[config.mk]
export PLATFORM = sky130hd
export DESIGN_NAME = mmio_timer
export DESIGN_NICKNAME = d
export VERILOG_FILES = /design/src/rtl/mmio_timer_pkg.sv /design/src/rtl/timer_prescaler.sv /design/src/rtl/mmio_timer.sv
export SDC_FILE = /design/constraint.sdc
export NUM_CORES = 1
export LEC_CHECK = 0
export ABC_CLOCK_PERIOD_IN_PS = 2100
export BUFFER_PORTS_ARGS = -buffer_cell sky130_fd_sc_hd__buf_2
export CAP_MARGIN = 40
export CORE_MARGIN = 2
export CORE_UTILIZATION = 50
export DETAILED_ROUTE_END_ITERATION = 6
export GPL_ROUTABILITY_DRIVEN = 0
export PLACE_DENSITY = 0.81
export SYNTH_ARGS = -nofsm -noshare
export SYNTH_HDL_FRONTEND = slang
export SYNTH_SLANG_ARGS = --single-unit
[constraint.sdc]
create_clock -name clk -period 2.1 [get_ports clk]
set_input_delay 0.315 -clock clk [delete_from_list [all_inputs] [get_ports clk]]
set_output_delay 0.315 -clock clk [all_outputs]
set_load 0.03 [all_outputs]
[src/rtl/mmio_timer_pkg.sv]
// Register map and bit positions shared by the timer block and its submodules.
package mmio_timer_pkg;

    // Word index within the 16-byte window (Address[3:2])
    localparam logic [1:0] REG_CTRL   = 2'd0;
    localparam logic [1:0] REG_LOAD   = 2'd1;
    localparam logic [1:0] REG_COUNT  = 2'd2;
    localparam logic [1:0] REG_STATUS = 2'd3;

    // CTRL bit positions
    localparam int unsigned CTRL_EN           = 0;
    localparam int unsigned CTRL_AUTO         = 1;
    localparam int unsigned CTRL_IRQ_EN       = 2;
    localparam int unsigned CTRL_PRESCALE_LSB = 8;

    // STATUS bit positions
    localparam int unsigned STATUS_EXPIRED = 0;
    localparam int unsigned STATUS_RUNNING = 1;

endpackage

[src/rtl/timer_prescaler.sv]
// Free-running prescaler: emits a one-cycle tick every PRESCALE+1 enabled cycles.
module timer_prescaler #(
    parameter int unsigned PRESCALE_W = 8
) (
    input  logic                  clk,
    input  logic                  reset,
    input  logic                  en_i,
    input  logic                  clr_i,
    input  logic [PRESCALE_W-1:0] prescale_i,
    output logic                  tick_o
);

    logic [PRESCALE_W-1:0] psc_q;
    logic [PRESCALE_W-1:0] psc_d;
    logic                  wrap;

    // Next prescaler value and tick; a CTRL write (clr_i) restarts the phase and swallows the tick
    always_comb begin
        wrap   = (psc_q == prescale_i);
        tick_o = en_i & wrap & ~clr_i;
        psc_d  = psc_q + PRESCALE_W'(1);
        if (clr_i || !en_i || wrap) begin
            psc_d = '0;
        end
    end

    // Prescaler state register
    always_ff @(posedge clk) begin
        if (reset) begin
            psc_q <= '0;
        end else begin
            psc_q <= psc_d;
        end
    end

endmodule

[src/rtl/mmio_timer.sv]
// Memory-mapped countdown timer on the CPU load/store bus: CTRL, LOAD, COUNT, STATUS.
module mmio_timer
    import mmio_timer_pkg::*;
#(
    parameter logic [31:0] BASE_ADDR  = 32'h0000_1F00,
    parameter int unsigned PRESCALE_W = 8
) (
    input  logic        clk,
    input  logic        reset,
    input  logic        MemRead,
    input  logic        MemWrite,
    input  logic [31:0] Address,
    input  logic [31:0] WriteData,
    output logic [31:0] Data,
    output logic        hit,
    output logic        irq
);

    logic                  en_q, en_d;
    logic                  auto_q, auto_d;
    logic                  irq_en_q, irq_en_d;
    logic [PRESCALE_W-1:0] prescale_q, prescale_d;
    logic [31:0]           load_q, load_d;
    logic [31:0]           count_q, count_d;
    logic                  expired_q, expired_d;

    logic [1:0]  reg_sel;
    logic        wr_en;
    logic        ctrl_wr, load_wr, count_wr, status_wr;
    logic        tick;
    logic [31:0] ctrl_rd, status_rd;
    logic        unused_addr;

    // Byte lanes are not supported; the low address bits are deliberately ignored
    assign unused_addr = ^Address[1:0];

    // Address decode and per-register write strobes
    always_comb begin
        hit       = (Address[31:4] == BASE_ADDR[31:4]);
        reg_sel   = Address[3:2];
        wr_en     = hit & MemWrite;
        ctrl_wr   = wr_en & (reg_sel == REG_CTRL);
        load_wr   = wr_en & (reg_sel == REG_LOAD);
        count_wr  = wr_en & (reg_sel == REG_COUNT);
        status_wr = wr_en & (reg_sel == REG_STATUS);
    end

    timer_prescaler #(
        .PRESCALE_W (PRESCALE_W)
    ) u_prescaler (
        .clk        (clk),
        .reset      (reset),
        .en_i       (en_q),
        .clr_i      (ctrl_wr),
        .prescale_i (prescale_q),
        .tick_o     (tick)
    );

    // Combinational read mux; reads always see the pre-edge register contents
    always_comb begin
        ctrl_rd                                      = '0;
        ctrl_rd[CTRL_EN]                             = en_q;
        ctrl_rd[CTRL_AUTO]                           = auto_q;
        ctrl_rd[CTRL_IRQ_EN]                         = irq_en_q;
        ctrl_rd[CTRL_PRESCALE_LSB +: PRESCALE_W]     = prescale_q;
        status_rd                                    = '0;
        status_rd[STATUS_EXPIRED]                    = expired_q;
        status_rd[STATUS_RUNNING]                    = en_q;
        Data = '0;
        if (hit && MemRead) begin
            unique case (reg_sel)
                REG_CTRL:   Data = ctrl_rd;
                REG_LOAD:   Data = load_q;
                REG_COUNT:  Data = count_q;
                REG_STATUS: Data = status_rd;
                default:    Data = '0;
            endcase
        end
        irq = expired_q & irq_en_q;
    end

    // Register writes, countdown, reload and expiry; bus writes take priority over ticks
    always_comb begin
        en_d       = en_q;
        auto_d     = auto_q;
        irq_en_d   = irq_en_q;
        prescale_d = prescale_q;
        load_d     = load_q;
        count_d    = count_q;
        expired_d  = expired_q;

        if (ctrl_wr) begin
            en_d       = WriteData[CTRL_EN];
            auto_d     = WriteData[CTRL_AUTO];
            irq_en_d   = WriteData[CTRL_IRQ_EN];
            prescale_d = WriteData[CTRL_PRESCALE_LSB +: PRESCALE_W];
        end
        if (load_wr) begin
            load_d = WriteData;
        end
        if (status_wr && WriteData[STATUS_EXPIRED]) begin
            expired_d = 1'b0;
        end

        if (count_wr) begin
            // A direct COUNT write consumes the tick entirely
            count_d = WriteData;
        end else if (tick) begin
            if (count_q != 32'd0) begin
                count_d = count_q - 32'd1;
            end else begin
                // Set beats a simultaneous write-1 clear; reload uses the pre-edge LOAD
                expired_d = 1'b1;
                if (auto_q) begin
                    count_d = load_q;
                end else begin
                    en_d = 1'b0;
                end
            end
        end
    end

    // State registers with synchronous reset
    always_ff @(posedge clk) begin
        if (reset) begin
            en_q       <= 1'b0;
            auto_q     <= 1'b0;
            irq_en_q   <= 1'b0;
            prescale_q <= '0;
            load_q     <= '0;
            count_q    <= '0;
            expired_q  <= 1'b0;
        end else begin
            en_q       <= en_d;
            auto_q     <= auto_d;
            irq_en_q   <= irq_en_d;
            prescale_q <= prescale_d;
            load_q     <= load_d;
            count_q    <= count_d;
            expired_q  <= expired_d;
        end
    end

endmodule

**After elaboration in Yosys (flattened, before gate mapping)**

Index checks and enable logic that the tools add are counted.

- Bits in registers: 84
- Logic and storage cells: 50

- Add/sub/neg operators: 2
- Equal/unequal tests: 5
- Multiplexer cells: 15
- Bitwise operators: 9
- Reduce and logical (&&, ||, !) cells: 11

Operators by type and width:

| kind | number |
|---|---|
| 2-to-1 mux 32 bit | 5 |
| one-hot mux 32 bit (4 select lines) | 1 |
| nonzero test 32 bit | 1 |
| subtractor 32 x 1 -> 32 bit, second input constant | 1 |
| == test 28 x 9 -> 1 bit, second input constant | 1 |
| 2-to-1 mux 1 bit | 9 |
| adder 8 x 1 -> 8 bit, second input constant | 1 |
| bitwise AND 1 bit | 8 |
| == test 8 bit | 1 |
| == test 2 bit, second input constant | 2 |
| nonzero test 3 bit | 1 |
| == test 2 x 1 -> 1 bit, second input constant | 1 |
| logical AND 1 bit | 2 |
| zero test 2 bit | 1 |
| logical OR 1 bit | 2 |
| AND reduction 2 bit | 1 |
| nonzero test 2 bit | 1 |
| OR reduction 2 bit | 1 |
| zero test 1 bit | 1 |
| inverter 1 bit | 1 |

**Longest topological paths before layout**

- Word-level depth: 8
- Gate-level depth with buffers: 10
- Gate-level depth less buffers: 8

**Cells and area by module**

Synthesis repeated with hierarchy kept, for this count alone.

- Cells, all modules: 653
- Area, all modules: 5037.3 um2

By module, submodules not included:

| module | times used | cells an instance | area an instance (um2) |
|---|---|---|---|
| mmio_timer | 1 | 607 | 4556.9 |
| timer_prescaler | 1 | 46 | 480.5 |

**Least setup slack after synthesis**

Ideal clock, no wire load.

- Path type: input port to output port
- Start point: input Address[5]
- End point: output Data[10]
- Arrival: 1.971 ns
- Slack: -0.186 ns
- Cell stages on the path: 7
- Cells stage by stage: nor4b_1 -> and4_1 -> and2_1 -> buf_2 -> nand2_1 -> clkbuf_1 -> nor2_1

- Longest elaborated chain between the ends: 3

Ends and longest elaborated chain:

| item | RTL line | text |
|---|---|---|
| from (decl) | mmio_timer.sv:12 | `input logic [31:0] Address,` |
| == test 28 x 9 -> 1 bit | mmio_timer.sv:39 | `hit = (Address[31:4] == BASE_ADDR[31:4]);` |
| via hit | mmio_timer.sv:15 | `output logic hit,` |
| logical AND 1 bit | mmio_timer.sv:70 | `if (hit && MemRead) begin` |
| 2-to-1 mux 32 bit | mmio_timer.sv:70 |  |
| to (decl) | mmio_timer.sv:14 | `output logic [31:0] Data,` |

The timed path passes the listed nets, and every way through them passes these cells.

**Worst setup path after layout**

- Start point: register count_q[30]
- End point: register count_q[12]

- Longest elaborated chain between the ends: 4

Ends and longest elaborated chain:

| item | RTL line | text |
|---|---|---|
| from (decl) | mmio_timer.sv:24 | `logic [31:0] count_q, count_d;` |
| from (signal assigned) | mmio_timer.sv:139 | `count_q <= count_d;` |
| nonzero test 32 bit * | mmio_timer.sv:109 | `if (count_q != 32'd0) begin` |
| 2-to-1 mux 32 bit | mmio_timer.sv:109 |  |
| 2-to-1 mux 32 bit | mmio_timer.sv:108 | `end else if (tick) begin` |
| 2-to-1 mux 32 bit | mmio_timer.sv:105 | `if (count_wr) begin` |

Every way passes the cells marked *; elsewhere a longest branch is shown, timed or not. The select of a mux whose other input is x is not followed.
A chain may end at the register's enable or synchronous reset.

==> results by group <==
Run status
  – Outcome: finished with violations
  – Violations in the final reports: setup timing

STA
  – Transition time of the tightest slew-check pin: 0.528 ns
  – Worst-case headroom to the max-slew limit: 64.8%
  – Final-report hold violation count: 0
  – Final clock period utilization by the worst path: 113%
  – Setup TNS Final: -5.68 ns
  – RSZ-0062 raised after global routing: true
  – Final Critical Period: 2.38 ns
  – Hold Slack: between 0.15 and 0.2 ns
  – Worst Slack Setup Final: -0.277 ns
  – Setup Viol. Count Final: 32
  – Achievable frequency: 0.421 GHz
  – Final count of pins violating max slew: 0
  – Clock tree skew after final layout: between 0.01 and 0.015 ns

Synth
  – Unique masters post-synth: 58
  – Async set-or-reset flop fraction in the synthesized netlist: 0%
  – Post-synth top flop: dfxtp_1
  – Largest cells by area after synthesis: dfxtp_1 32%, nor2_1 7.2%, nand2_1 7.1%
  – Leading area contributor after synthesis: dfxtp_1
  – Net Count, Synth: 759
  – Syn Inst Count: roughly 690
  – Post-synthesis sequential area ratio: 32.5%
  – Seq cells post-synth: 84
  – Number of enable flip-flop cells after synthesis: 0
  – Fraction of synthesized cell area taken by the top area cell type: between 30% and 40%
  – Yosys warnings: 0
  – Per-instance average area after synthesis: 7.53 µm²
  – Commonest cells in the netlist: 99 x nor2_1, 98 x nand2_1, 84 x dfxtp_1
  – Most frequent cell after synthesis: nor2_1
  – Cell area after technology mapping: 0.00518 mm²

Final layout
  – Filler cells: 674
  – Nets@finish: 923
  – Share of layout cells above drive strength 1: 42.5%
  – Number of antenna diodes: 0
  – Area Growth Syn to Fin: 47.0%

Route
  – Total wire length after detailed routing: 20.9 mm
  – Total DRC errors in the routed layout: 0
  – Vias/cell: 6.60
  – Detailed router's first-iteration violation count: 721
  – Routed length per instance: between 20 and 25 µm
  – Initial DRT Pass Iterations: 6
  – Number of vias in the routed layout: 6558
  – Post-route antenna net violation count: 0

Power and ir drop
  – Power share of the combinational group: around 16%
  – Switching power share of the total: 29.2%
  – Largest voltage drop on the vdd net: 0.374 mV
  – Net switching component of the power: 0.000996 W
  – Internal power summed over all cells: 0.00242 W
  – Power Density: 449 mW/mm²
  – Clock network fraction of total power: about 38%
  – Leakage power: 3.15 nW
  – Sequential Power Share: 46.7%

Job
  – Max-capacitance violation count: 0

Floorplan
  – Count of pins on the block boundary: between 100 and 150
  – Die area: 0.0112 mm²
  – Placement Rows: 37
  – Floorplan die height: around 110 µm
  – Core Region: roughly 0.01 mm²
  – Starting Density: 50.9%
  – Horizontal die dimension: 106 µm

Clock network
  – Clock buffers created by TritonCTS: 9
  – Clk root buf: clkbuf_8
  – Clock tree from TritonCTS: built
  – Number of H-tree levels: 3
  – CTS clock-pin slew for the worst setup and hold paths: 0.10 ns
  – Clock latency on the worst-skew pair: 0.38 ns
  – Number of clock sinks: 84
  – Largest buffer count on any clock path: 2
  – Count of hold-fix buffers inserted at cts: 0

Placed design
  – Post-detailed-placement half-perimeter wirelength: 12.2 mm
  – Count of input and output buffers: 99

GRT
  – GRT Residual Overflow: 0
  – Via count of the first global-routing pass: 5978
  – Antenna violations before repair: 0
  – Global-route wire length before repair: 28.8 mm
  – Largest net degree at the start of global routing: 44
  – Total routing resource utilization after global routing: between 30% and 40%

Setup path
  – Crit-path max FO: 11
  – CP startpoint kind: flop
  – Critical path required time: 2.35 ns
  – Arrival time at the worst endpoint: 2.62 ns
  – WS Path Type: flop to flop
  – CP endpoint kind: flop

Worst hold path
  – Hold/Removal Path Class: input port to flop
[worst max-delay path, cell delays in order, from the launching register on]
cell      delay (ns)
dfxtp_1         0.43
nor3_2          0.35
nand3_2         0.23
buf_4           0.22
nor4_4          0.29
nor2_2          0.11
buf_6           0.18
a211oi_1        0.33
nor4_1          0.09
[path summary, 6_finish.rpt]
check | start | end | slack (ns) | depth (start not counted)
worst max-delay path | count_q[30] | count_q[12] | -0.28 | 8
worst min-delay path | WriteData[29] | load_q[29] | 0.18 | 3
worst max register to register | count_q[30] | count_q[12] | -0.28 | 8
worst min register to register | load_q[17] | load_q[17] | 0.48 | 2
[power by group through the flow]
stage	Sequential [W]	Combinational, W	Clock [W]
3_5_place_dp	0.00163	0.000380	0
5_1_grt	0.00160	0.000556	0.00134
2_1_floorplan	0.00163	0.000210	0
6_report	0.00160	0.000536	0.00128
4_1_cts	0.00159	0.000399	0.00126
3_3_place_gp	0.00163	0.000371	0
[kinds of logic after synthesis]
family          synth area share (%)
flops                           32.5
compound gates                  22.4
fa+ha+maj                      0.725
buf+inv                         5.97
xor+xnor                        2.54
simple gates                    30.8
mux                             5.12
[layer usage]
layer / vias up / GRT usage (%) / part of all wire [%]
met4: 0 / 13.6 / 5.8
met3: 152 / 6.49 / 10
li1: 2810 / - / -
met2: 507 / 53.8 / 48
met5: - / 0 / 0
met1: 3089 / 38.3 / 36
[placed cells by master (no fill, tap or decap), drive strengths merged, types with 3 or more instances in the layout]
cell,n
o211ai,4
nor4,16
nor4b,8
clkbuf,12
a21oi,46
nor2b,3
a22oi,21
nor2,101
and2,4
inv,15
nand4,8
a311oi,6
xor2,11
nand3,20
a21o,16
o32ai,3
nand2,98
xnor2,4
ha,3
mux2i,22
or3,4
nor3b,4
or4,7
and3,10
a211oi,26
dfxtp,84
buf,206
o2bb2ai,3
o21ai,31
nor3,27
o22ai,5
o31ai,7
[flip-flops by register name, indices dropped and copies added (netlist names)]
register / flops
en_q: 1
irq_en_q: 1
auto_q: 1
expired_q: 1
u_prescaler.psc_q: 8
prescale_q: 8
load_q: 32
count_q: 32
[area by class of cell]
type                       instances  area, µm²  area share [%]
tap                              136        170            2.23
clock buffer                      10        138            1.81
multi-input combinational        536       4000            52.5
sequential                        84       1700            22.3
timing repair buffer             208       1490            19.6
inverter                          13       51.3           0.674
clock inverter                     6       71.3           0.937
[per-stage QoR]
stage               utilization, %  worst slack [ns]  std cells  total power, W  cell area (µm²)
finish                        74.8            -0.277        993         0.00342             7610
global placement              65.3           -0.0325        957         0.00200             6650
detailed placement            65.3            -0.137        957         0.00201             6650
floorplan                        -           -0.0184        688         0.00184             5530
global route                  74.8            -0.324        993         0.00349             7610
CTS                           69.3           -0.0381        981         0.00325             7060
[repair_timing]
item                       4_1_cts  5_1_grt
pin swaps                       12       35
gates resized for setup         35      100
setup buffers                    7        9
cloned                           1        3
setup endpoints to repair       43       66
(Power assumes the default switching activity.)
